$ cat src/rtl/noc_ni_param.sv
// noc_ni_param: NoC network interface between a processor port and a router port.
// TX splits one word plus destination into header, data flits and a tail flit.
// RX rebuilds inbound packets into words and queues them in an RX_DEPTH FIFO.
// Build option: define NI_ZERO_SUPPRESS_EN to drop trailing all-zero data flits on TX.
// The RX path is the same in both builds and zero-fills any flits that were not sent.
//
// TX FSM
//   state   | meaning
//   TX_IDLE | ready for a processor word (proc_ready=1)
//   TX_HEAD | driving header flit {HDR_TAG, dest}
//   TX_DATA | driving data flit tx_idx, LSB flit first
//   TX_TAIL | driving TAIL_FLIT with noc_tx_last=1
// RX FSM
//   state   | meaning
//   RX_HEAD | expecting a header flit
//   RX_DATA | collecting data flits until the last-marked tail
//   RX_DROP | discarding a malformed packet through its last flit
`timescale 1ns/1ps
module noc_ni_param #(
  parameter int                       FLIT_W    = 8,
  parameter int                       DATA_W    = 32,
  parameter int                       ADDR_W    = 2,
  parameter logic [FLIT_W-ADDR_W-1:0] HDR_TAG   = 6'b101111,
  parameter logic [FLIT_W-1:0]        TAIL_FLIT = {FLIT_W{1'b1}},
  parameter int                       RX_DEPTH  = 2
) (
  input  logic              clk,
  input  logic              rst_n,
  input  logic              proc_valid,
  output logic              proc_ready,
  input  logic [ADDR_W-1:0] proc_dest,
  input  logic [DATA_W-1:0] proc_data,
  output logic [FLIT_W-1:0] noc_tx_flit,
  output logic              noc_tx_valid,
  output logic              noc_tx_last,
  input  logic              noc_tx_ready,
  input  logic [FLIT_W-1:0] noc_rx_flit,
  input  logic              noc_rx_valid,
  input  logic              noc_rx_last,
  output logic              noc_rx_ready,
  output logic              rx_valid,
  input  logic              rx_ready,
  output logic [ADDR_W-1:0] rx_dest,
  output logic [DATA_W-1:0] rx_data,
  output logic              rx_err
);

  localparam int N       = DATA_W / FLIT_W;
  localparam int CNT_W   = $clog2(N + 1);
  localparam int TAG_W   = FLIT_W - ADDR_W;
  localparam int ENTRY_W = ADDR_W + DATA_W;
  localparam int PTR_W   = (RX_DEPTH > 1) ? $clog2(RX_DEPTH) : 1;
  localparam int OCC_W   = $clog2(RX_DEPTH + 1);

  // ---------------------------------------------------------------- TX path
  typedef enum logic [1:0] {TX_IDLE, TX_HEAD, TX_DATA, TX_TAIL} tx_state_t;

  tx_state_t         tx_state, tx_state_d;
  logic [ADDR_W-1:0] tx_dest;
  logic [DATA_W-1:0] tx_data;
  logic [CNT_W-1:0]  tx_nflit;
  logic [CNT_W-1:0]  tx_idx;
  logic [CNT_W-1:0]  nflit_calc;
  logic [FLIT_W-1:0] tx_data_flit;
  logic              tx_accept;

  assign proc_ready = (tx_state == TX_IDLE);
  assign tx_accept  = proc_valid && proc_ready;

  // Number of data flits to send for the word being offered
  always_comb begin
    nflit_calc = CNT_W'(N);
`ifdef NI_ZERO_SUPPRESS_EN
    nflit_calc = CNT_W'(1);
    for (int i = 1; i < N; i++) begin
      if (proc_data[i*FLIT_W +: FLIT_W] != '0) nflit_calc = CNT_W'(i + 1);
    end
`endif
  end

  // Select the data flit addressed by tx_idx
  always_comb begin
    tx_data_flit = tx_data[FLIT_W-1:0];
    for (int i = 1; i < N; i++) begin
      if (tx_idx == CNT_W'(i)) tx_data_flit = tx_data[i*FLIT_W +: FLIT_W];
    end
  end

  // TX state register and latched word; reset abandons any packet in flight
  always_ff @(posedge clk) begin
    if (!rst_n) begin
      tx_state <= TX_IDLE;
      tx_dest  <= '0;
      tx_data  <= '0;
      tx_nflit <= '0;
      tx_idx   <= '0;
    end else begin
      tx_state <= tx_state_d;
      if (tx_accept) begin
        tx_dest  <= proc_dest;
        tx_data  <= proc_data;
        tx_nflit <= nflit_calc;
      end
      if (tx_state == TX_HEAD) begin
        tx_idx <= '0;
      end else if (tx_state == TX_DATA && noc_tx_ready) begin
        tx_idx <= tx_idx + CNT_W'(1);
      end
    end
  end

  // TX next state and flit outputs; outputs hold while the router stalls
  always_comb begin
    tx_state_d   = tx_state;
    noc_tx_valid = 1'b0;
    noc_tx_last  = 1'b0;
    noc_tx_flit  = '0;
    case (tx_state)
      TX_IDLE: begin
        if (tx_accept) tx_state_d = TX_HEAD;
      end
      TX_HEAD: begin
        noc_tx_valid = 1'b1;
        noc_tx_flit  = {HDR_TAG, tx_dest};
        if (noc_tx_ready) tx_state_d = TX_DATA;
      end
      TX_DATA: begin
        noc_tx_valid = 1'b1;
        noc_tx_flit  = tx_data_flit;
        if (noc_tx_ready && tx_idx == tx_nflit - CNT_W'(1)) tx_state_d = TX_TAIL;
      end
      TX_TAIL: begin
        noc_tx_valid = 1'b1;
        noc_tx_last  = 1'b1;
        noc_tx_flit  = TAIL_FLIT;
        if (noc_tx_ready) tx_state_d = TX_IDLE;
      end
      default: tx_state_d = TX_IDLE;
    endcase
  end

  // ---------------------------------------------------------------- RX path
  typedef enum logic [1:0] {RX_HEAD, RX_DATA, RX_DROP} rx_state_t;

  rx_state_t         rx_state, rx_state_d;
  logic [ADDR_W-1:0] rx_hdr_dest;
  logic [DATA_W-1:0] rx_asm;
  logic [CNT_W-1:0]  rx_cnt;
  logic [TAG_W-1:0]  rx_tag;
  logic              rx_take;
  logic              rx_hdr_ok;
  logic              rx_store;
  logic              rx_push;
  logic              rx_pop;
  logic              rx_err_d;
  logic              fifo_full;
  logic              fifo_empty;

  assign noc_rx_ready = !fifo_full;
  assign rx_take      = noc_rx_valid && noc_rx_ready;
  assign rx_tag       = noc_rx_flit[FLIT_W-1:ADDR_W];

  // RX packet parser: decides store / push / error for the flit being taken
  always_comb begin
    rx_state_d = rx_state;
    rx_hdr_ok  = 1'b0;
    rx_store   = 1'b0;
    rx_push    = 1'b0;
    rx_err_d   = 1'b0;
    if (rx_take) begin
      case (rx_state)
        RX_HEAD: begin
          if (rx_tag != HDR_TAG) begin
            rx_err_d   = 1'b1;
            rx_state_d = noc_rx_last ? RX_HEAD : RX_DROP;
          end else if (noc_rx_last) begin
            rx_err_d = 1'b1;
          end else begin
            rx_hdr_ok  = 1'b1;
            rx_state_d = RX_DATA;
          end
        end
        RX_DATA: begin
          if (!noc_rx_last) begin
            if (rx_cnt < CNT_W'(N)) begin
              rx_store = 1'b1;
            end else begin
              rx_err_d   = 1'b1;
              rx_state_d = RX_DROP;
            end
          end else begin
            rx_state_d = RX_HEAD;
            if (noc_rx_flit == TAIL_FLIT && rx_cnt != '0) rx_push  = 1'b1;
            else                                          rx_err_d = 1'b1;
          end
        end
        RX_DROP: begin
          if (noc_rx_last) rx_state_d = RX_HEAD;
        end
        default: rx_state_d = RX_HEAD;
      endcase
    end
  end

  // RX state, header capture and word assembly; assembly is cleared per packet
  always_ff @(posedge clk) begin
    if (!rst_n) begin
      rx_state    <= RX_HEAD;
      rx_hdr_dest <= '0;
      rx_asm      <= '0;
      rx_cnt      <= '0;
      rx_err      <= 1'b0;
    end else begin
      rx_state <= rx_state_d;
      rx_err   <= rx_err_d;
      if (rx_hdr_ok) begin
        rx_hdr_dest <= noc_rx_flit[ADDR_W-1:0];
        rx_asm      <= '0;
        rx_cnt      <= '0;
      end else if (rx_store) begin
        for (int i = 0; i < N; i++) begin
          if (rx_cnt == CNT_W'(i)) rx_asm[i*FLIT_W +: FLIT_W] <= noc_rx_flit;
        end
        rx_cnt <= rx_cnt + CNT_W'(1);
      end
    end
  end

  // ---------------------------------------------------------------- RX FIFO
  logic [ENTRY_W-1:0] fifo_mem [RX_DEPTH];
  logic [PTR_W-1:0]   wr_ptr;
  logic [PTR_W-1:0]   rd_ptr;
  logic [OCC_W-1:0]   fifo_cnt;

  assign fifo_full  = (fifo_cnt == OCC_W'(RX_DEPTH));
  assign fifo_empty = (fifo_cnt == '0);
  assign rx_valid   = !fifo_empty;
  assign rx_pop     = rx_ready && !fifo_empty;
  assign {rx_dest, rx_data} = fifo_mem[rd_ptr];

  // FIFO storage; contents need no reset since rx_valid gates them
  always_ff @(posedge clk) begin
    if (rst_n && rx_push) fifo_mem[wr_ptr] <= {rx_hdr_dest, rx_asm};
  end

  // FIFO pointers and occupancy; push never sees full because noc_rx_ready gates it
  always_ff @(posedge clk) begin
    if (!rst_n) begin
      wr_ptr   <= '0;
      rd_ptr   <= '0;
      fifo_cnt <= '0;
    end else begin
      if (rx_push) wr_ptr <= (wr_ptr == PTR_W'(RX_DEPTH - 1)) ? '0 : wr_ptr + PTR_W'(1);
      if (rx_pop)  rd_ptr <= (rd_ptr == PTR_W'(RX_DEPTH - 1)) ? '0 : rd_ptr + PTR_W'(1);
      case ({rx_push, rx_pop})
        2'b10:   fifo_cnt <= fifo_cnt + OCC_W'(1);
        2'b01:   fifo_cnt <= fifo_cnt - OCC_W'(1);
        default: fifo_cnt <= fifo_cnt;
      endcase
    end
  end

endmodule

$ cat config.mk
export PLATFORM = sky130hd
export DESIGN_NAME = noc_ni_param
export DESIGN_NICKNAME = d
export VERILOG_FILES = /design/src/rtl/noc_ni_param.sv
export SDC_FILE = /design/constraint.sdc
export NUM_CORES = 1
export LEC_CHECK = 0
export CAP_MARGIN = 15
export CORE_ASPECT_RATIO = 0.7
export CORE_UTILIZATION = 55
export CTS_CLUSTER_DIAMETER = 120
export DETAILED_ROUTE_END_ITERATION = 10
export PLACE_DENSITY = 0.81
export SLEW_MARGIN = 5
export SYNTH_ARGS = -nofsm -noshare
export SYNTH_HDL_FRONTEND = slang
export SYNTH_SLANG_ARGS = --single-unit
$ cat constraint.sdc
create_clock -name clk -period 16.1 [get_ports clk]
set_clock_uncertainty 0.15 [all_clocks]
set_input_delay 3.22 -clock clk [delete_from_list [all_inputs] [get_ports clk]]
set_output_delay 3.22 -clock clk [all_outputs]
set_load 0.02 [all_outputs]
==> results.tsv <==
stage	metric	value	unit
setup_path	crit_path_cell_trace	inv_1 -> ha_1 -> nor2b_1 -> mux2i_1 -> a211o_1 -> a31oi_1 -> clkdlybuf4s50_1	
global_routing	grt_first_pass_wirelength	21.9	mm
floorplan	placement_rows	32	
synthesis	synth_adder_area_share	2.97	%
synthesis	synthArstFlopShare	0	%
sta	period_share	40.4	%
drt	routed-via-count	4357	
pwr	p_sw	286	uW
pwr	clkPwrFrac	39.4	%
synthesis	ys_dominant_reg_cell	sky130_fd_sc_hd__dfxtp_1	
sta	unrepaired_setup_endpoints_after_global_routing	no	
pwr	power_density	128	nW/um^2
drt	number_of_drc_violations_after_detailed_routing	0	
setup_path	cp_top_family	simple AND/OR/NAND/NOR gates	
setup_path	setup.worst_path.class	flop to output port	
finish	final_cell_count_no_fill	794	
floorplan	design.core.area	11100	um^2
finish	drive_gt1_share	12.6	%
place	post-place-ws	9.88	ns
synthesis	synthesis_warning_total	0	
drt	antenna_violating_nets_post_route	0	
clock_network	cts_root_buffer	sky130_fd_sc_hd__clkbuf_16	
place	dp.cells	761	
synthesis	yosys_register_bits	153	
clock_network	clock_latency	0.42	ns
synthesis	multiplexer_area_fraction_after_synthesis	13.0	%
pwr	pwr-share-comb	17.9	%
setup_path	crit_fanout	8	
global_routing	vias_in_the_first_global_route	4157	
setup_path	slowest_stage	sky130_fd_sc_hd__nor2b_1	
finish	nNetsFinal	692	
clock_network	cts-root-to-sink-buffers	2	
global_routing	antenna_violations_before_repair	0	
run_status	run_status	complete, no violations	
clock_network	clk_pin_slew	0.06	ns
place	routabilityCongestion	0.821	
worst_hold_path	hp-start	rx_asm[22]	
sta	final_period_minus_worst_setup_slack	6.50	ns
worst_hold_path	min-delay-path-class	flop to flop	
sta	setup_viol_count_final	0	
floorplan	pin_count	97	
drt	wl_per_cell	17.3	um
clock_network	tritoncts_clock_tree	built	
setup_path	crit-reg2reg-launch	rx_cnt[0]	
sta	maxSlewViolCount	0	
clock_network	cts_htree_levels	4	
sta	max_clock_freq	154	MHz
synthesis	synth_cell_type_count	45	
finish	fillCellCount	753	
pwr	power.sequential.fraction	42.8	%
synthesis	synth_simple_gate_area_share	12.0	%
floorplan	die-width	130	um
clock_network	cts_made_buffers	17	
setup_path	critical_path.n_buffers_inverters	2	
synthesis	synthCells	539	
global_routing	pin_count_of_the_biggest_net_entering_global_routing	57	
floorplan	die-area	11900	um^2
floorplan	start_util	57.0	%
drt	routed_wl	13.8	mm
synthesis	synth-edff-count	68	
clock_network	ctsHoldBuffers	0	
pwr	leakagePower	0.00315	uW
finish	area_growth	26.8	%
sta	relSlewSlack	28.1	%
setup_path	setup.worst_path.start_class	flop	
pwr	ir_drop	0.0831	mV
synthesis	synth_top_family_by_area	multiplexers	
synthesis	synth_seq_area_share	59.2	%
synthesis	share_of_the_synthesized_area_in_compound_gates_ao_oa_aoi_oai	8.97	%
clock_network	number_of_gates_resized_after_cts	0	
clock_network	cts_num_sinks	153	
sta	timing.setup.tns	0	ns
synthesis	syn-mean-instance-area	11.7	um^2
place	hpwl	9.37	mm
sta	final_count_of_hold_timing_violations	0	
setup_path	critical_path.max_stage_delay	0.84	ns
clock_network	post_cts_buffers	0	
run	drv_cap	0	
finish	antenna_cells_inserted	0	
pwr	sw_frac_of_total	27.9	%
setup_path	timing_startpoint_of_the_critical_path	tx_idx[1]	
global_routing	grt-ovfl-total	0	
setup_path	data_required_critical_path	12.73	ns
global_routing	grt_util_all_layers	24.7	%
sta	tightestPinTransition	1.08	ns
pwr	power.internal	739	uW
place	portBuffers	96	
drt	detail_route.first_pass.iterations	4	
setup_path	end_kind	output port	
synthesis	mappedNetlistNets	603	
drt	drt_first_iter_violations	293	
synthesis	syn_area	6320	um^2
synthesis	synth-xor-area-share	0.831	%
drt	route.detailed.vias_per_inst	5.49	
floorplan	die_h	91.7	um
sta	post-route-worst-setup-slack	9.60	ns
setup_path	crit_arrival	3.13	ns
## power groups by stage
stage               combinational, uW  sequential (uW)  clock (uW)
floorplan                         111              441           0
global placement                  170              445           0
CTS                               176              438         409
global route                      200              440         426
finish                            183              438         404
detailed placement                175              446           0
## synthesized netlist by cell type, types with 3 or more instances
| master | instances | area share [%] |
|---|---|---|
| sky130_fd_sc_hd__buf_6 | 3 | 0.53 |
| sky130_fd_sc_hd__a21boi_0 | 35 | 4.2 |
| sky130_fd_sc_hd__nand2b_1 | 4 | 0.40 |
| sky130_fd_sc_hd__ha_1 | 15 | 3.0 |
| sky130_fd_sc_hd__nand2_1 | 85 | 5.0 |
| sky130_fd_sc_hd__dfxtp_1 | 85 | 27 |
| sky130_fd_sc_hd__a21oi_1 | 8 | 0.63 |
| sky130_fd_sc_hd__nor3b_1 | 3 | 0.36 |
| sky130_fd_sc_hd__nor3_1 | 3 | 0.24 |
| sky130_fd_sc_hd__o21a_1 | 3 | 0.36 |
| sky130_fd_sc_hd__a31oi_1 | 5 | 0.49 |
| sky130_fd_sc_hd__mux2_2 | 34 | 6.1 |
| sky130_fd_sc_hd__nor2b_1 | 4 | 0.40 |
| sky130_fd_sc_hd__a211o_1 | 8 | 1.1 |
| sky130_fd_sc_hd__buf_2 | 3 | 0.24 |
| sky130_fd_sc_hd__nor4bb_1 | 4 | 0.63 |
| sky130_fd_sc_hd__clkbuf_1 | 24 | 1.4 |
| sky130_fd_sc_hd__and2_1 | 5 | 0.49 |
| sky130_fd_sc_hd__edfxtp_1 | 68 | 32 |
| sky130_fd_sc_hd__xnor2_1 | 6 | 0.83 |
| sky130_fd_sc_hd__nor2_1 | 45 | 2.7 |
| sky130_fd_sc_hd__nand4_1 | 6 | 0.59 |
| sky130_fd_sc_hd__mux2i_1 | 44 | 7.0 |
| sky130_fd_sc_hd__inv_1 | 11 | 0.65 |
| sky130_fd_sc_hd__o21ai_0 | 5 | 0.40 |
## state kept, by name, indices dropped and copies added, names as in the netlist, 2 cells and up, named ones only
name / count
rx_hdr_dest: 2
rx_state: 2
rx_asm: 32
rx_cnt: 3
tx_idx: 3
tx_state: 2
tx_data: 32
fifo_cnt: 2
tx_dest: 2
fifo_mem: 68
## per-stage QoR
stage | instance area (um^2) | hold slack, ns | power (uW) | utilization, %
2_1_floorplan | 6320 | 0.275 | 552 | -
4_1_cts | 7980 | 0.308 | 1020 | 72.0
5_1_grt | 8010 | 0.320 | 1070 | 72.2
3_3_place_gp | 7370 | 0.278 | 615 | 66.4
6_report | 8010 | 0.306 | 1030 | 72.2
3_5_place_dp | 7370 | 0.293 | 621 | 66.4
## logic make-up after synthesis
logic type                 Yosys count
buffers and inverters               44
DFF                                153
xor gates and xnor gates             6
and+or+nand+nor                    168
adders and majority gates           15
AOI/OAI and AO/OA                   75
muxes                               78
## worst paths after layout
check	cells past startpoint	end	slack [ns]
max	7	noc_tx_flit[5]	9.60
min reg2reg	0	fifo_mem[1][22]	0.31
min	0	fifo_mem[1][22]	0.31
max reg2reg	8	fifo_cnt[1]	13.21
## layer usage
| metal | global-route usage (%) | share of wire (%) | up-vias |
|---|---|---|---|
| li1 | - | - | 2087 |
| met1 | 36.9 | 50 | 2118 |
| met2 | 35.3 | 44 | 136 |
| met3 | 5.60 | 5.0 | 16 |
| met4 | 8.43 | 1.2 | 0 |
| met5 | 0 | 0 | - |
## placed cells by master (no fill, tap or decap), drive strengths merged, types with 2 or more instances in the layout
cell type | synthesis | final
nor4 | 2 | 2
edfxtp | 68 | 68
buf | 8 | 6
nor4bb | 4 | 4
nor3b | 3 | 3
nand2b | 4 | 4
a21boi | 35 | 35
a31oi | 5 | 5
a311oi | 2 | 2
dfxtp | 85 | 85
o21ai | 5 | 5
xnor2 | 6 | 6
clkdlybuf4s50 | 0 | 96
clkbuf | 24 | 20
ha | 15 | 15
nor2b | 4 | 4
mux2i | 44 | 44
mux2 | 34 | 34
a21oi | 8 | 8
inv | 11 | 18
nor2 | 45 | 45
o21a | 3 | 3
and2 | 5 | 5
nand4 | 6 | 6
nor3 | 3 | 3
a211o | 8 | 8
clkinv | 1 | 4
a221oi | 2 | 2
nand2 | 85 | 85
## area by class of cell
| type | instances | area [um^2] | share of cell area (%) |
|---|---|---|---|
| multi-input combinational | 342 | 2390 | 29.9 |
| tap | 153 | 191 | 2.39 |
| timing repair buffer | 102 | 1030 | 12.8 |
| clock buffer | 20 | 489 | 6.11 |
| inverter | 12 | 45.0 | 0.562 |
| sequential | 153 | 3740 | 46.7 |
| clock inverter | 12 | 125 | 1.56 |
Power figures use the tool's default switching activity.
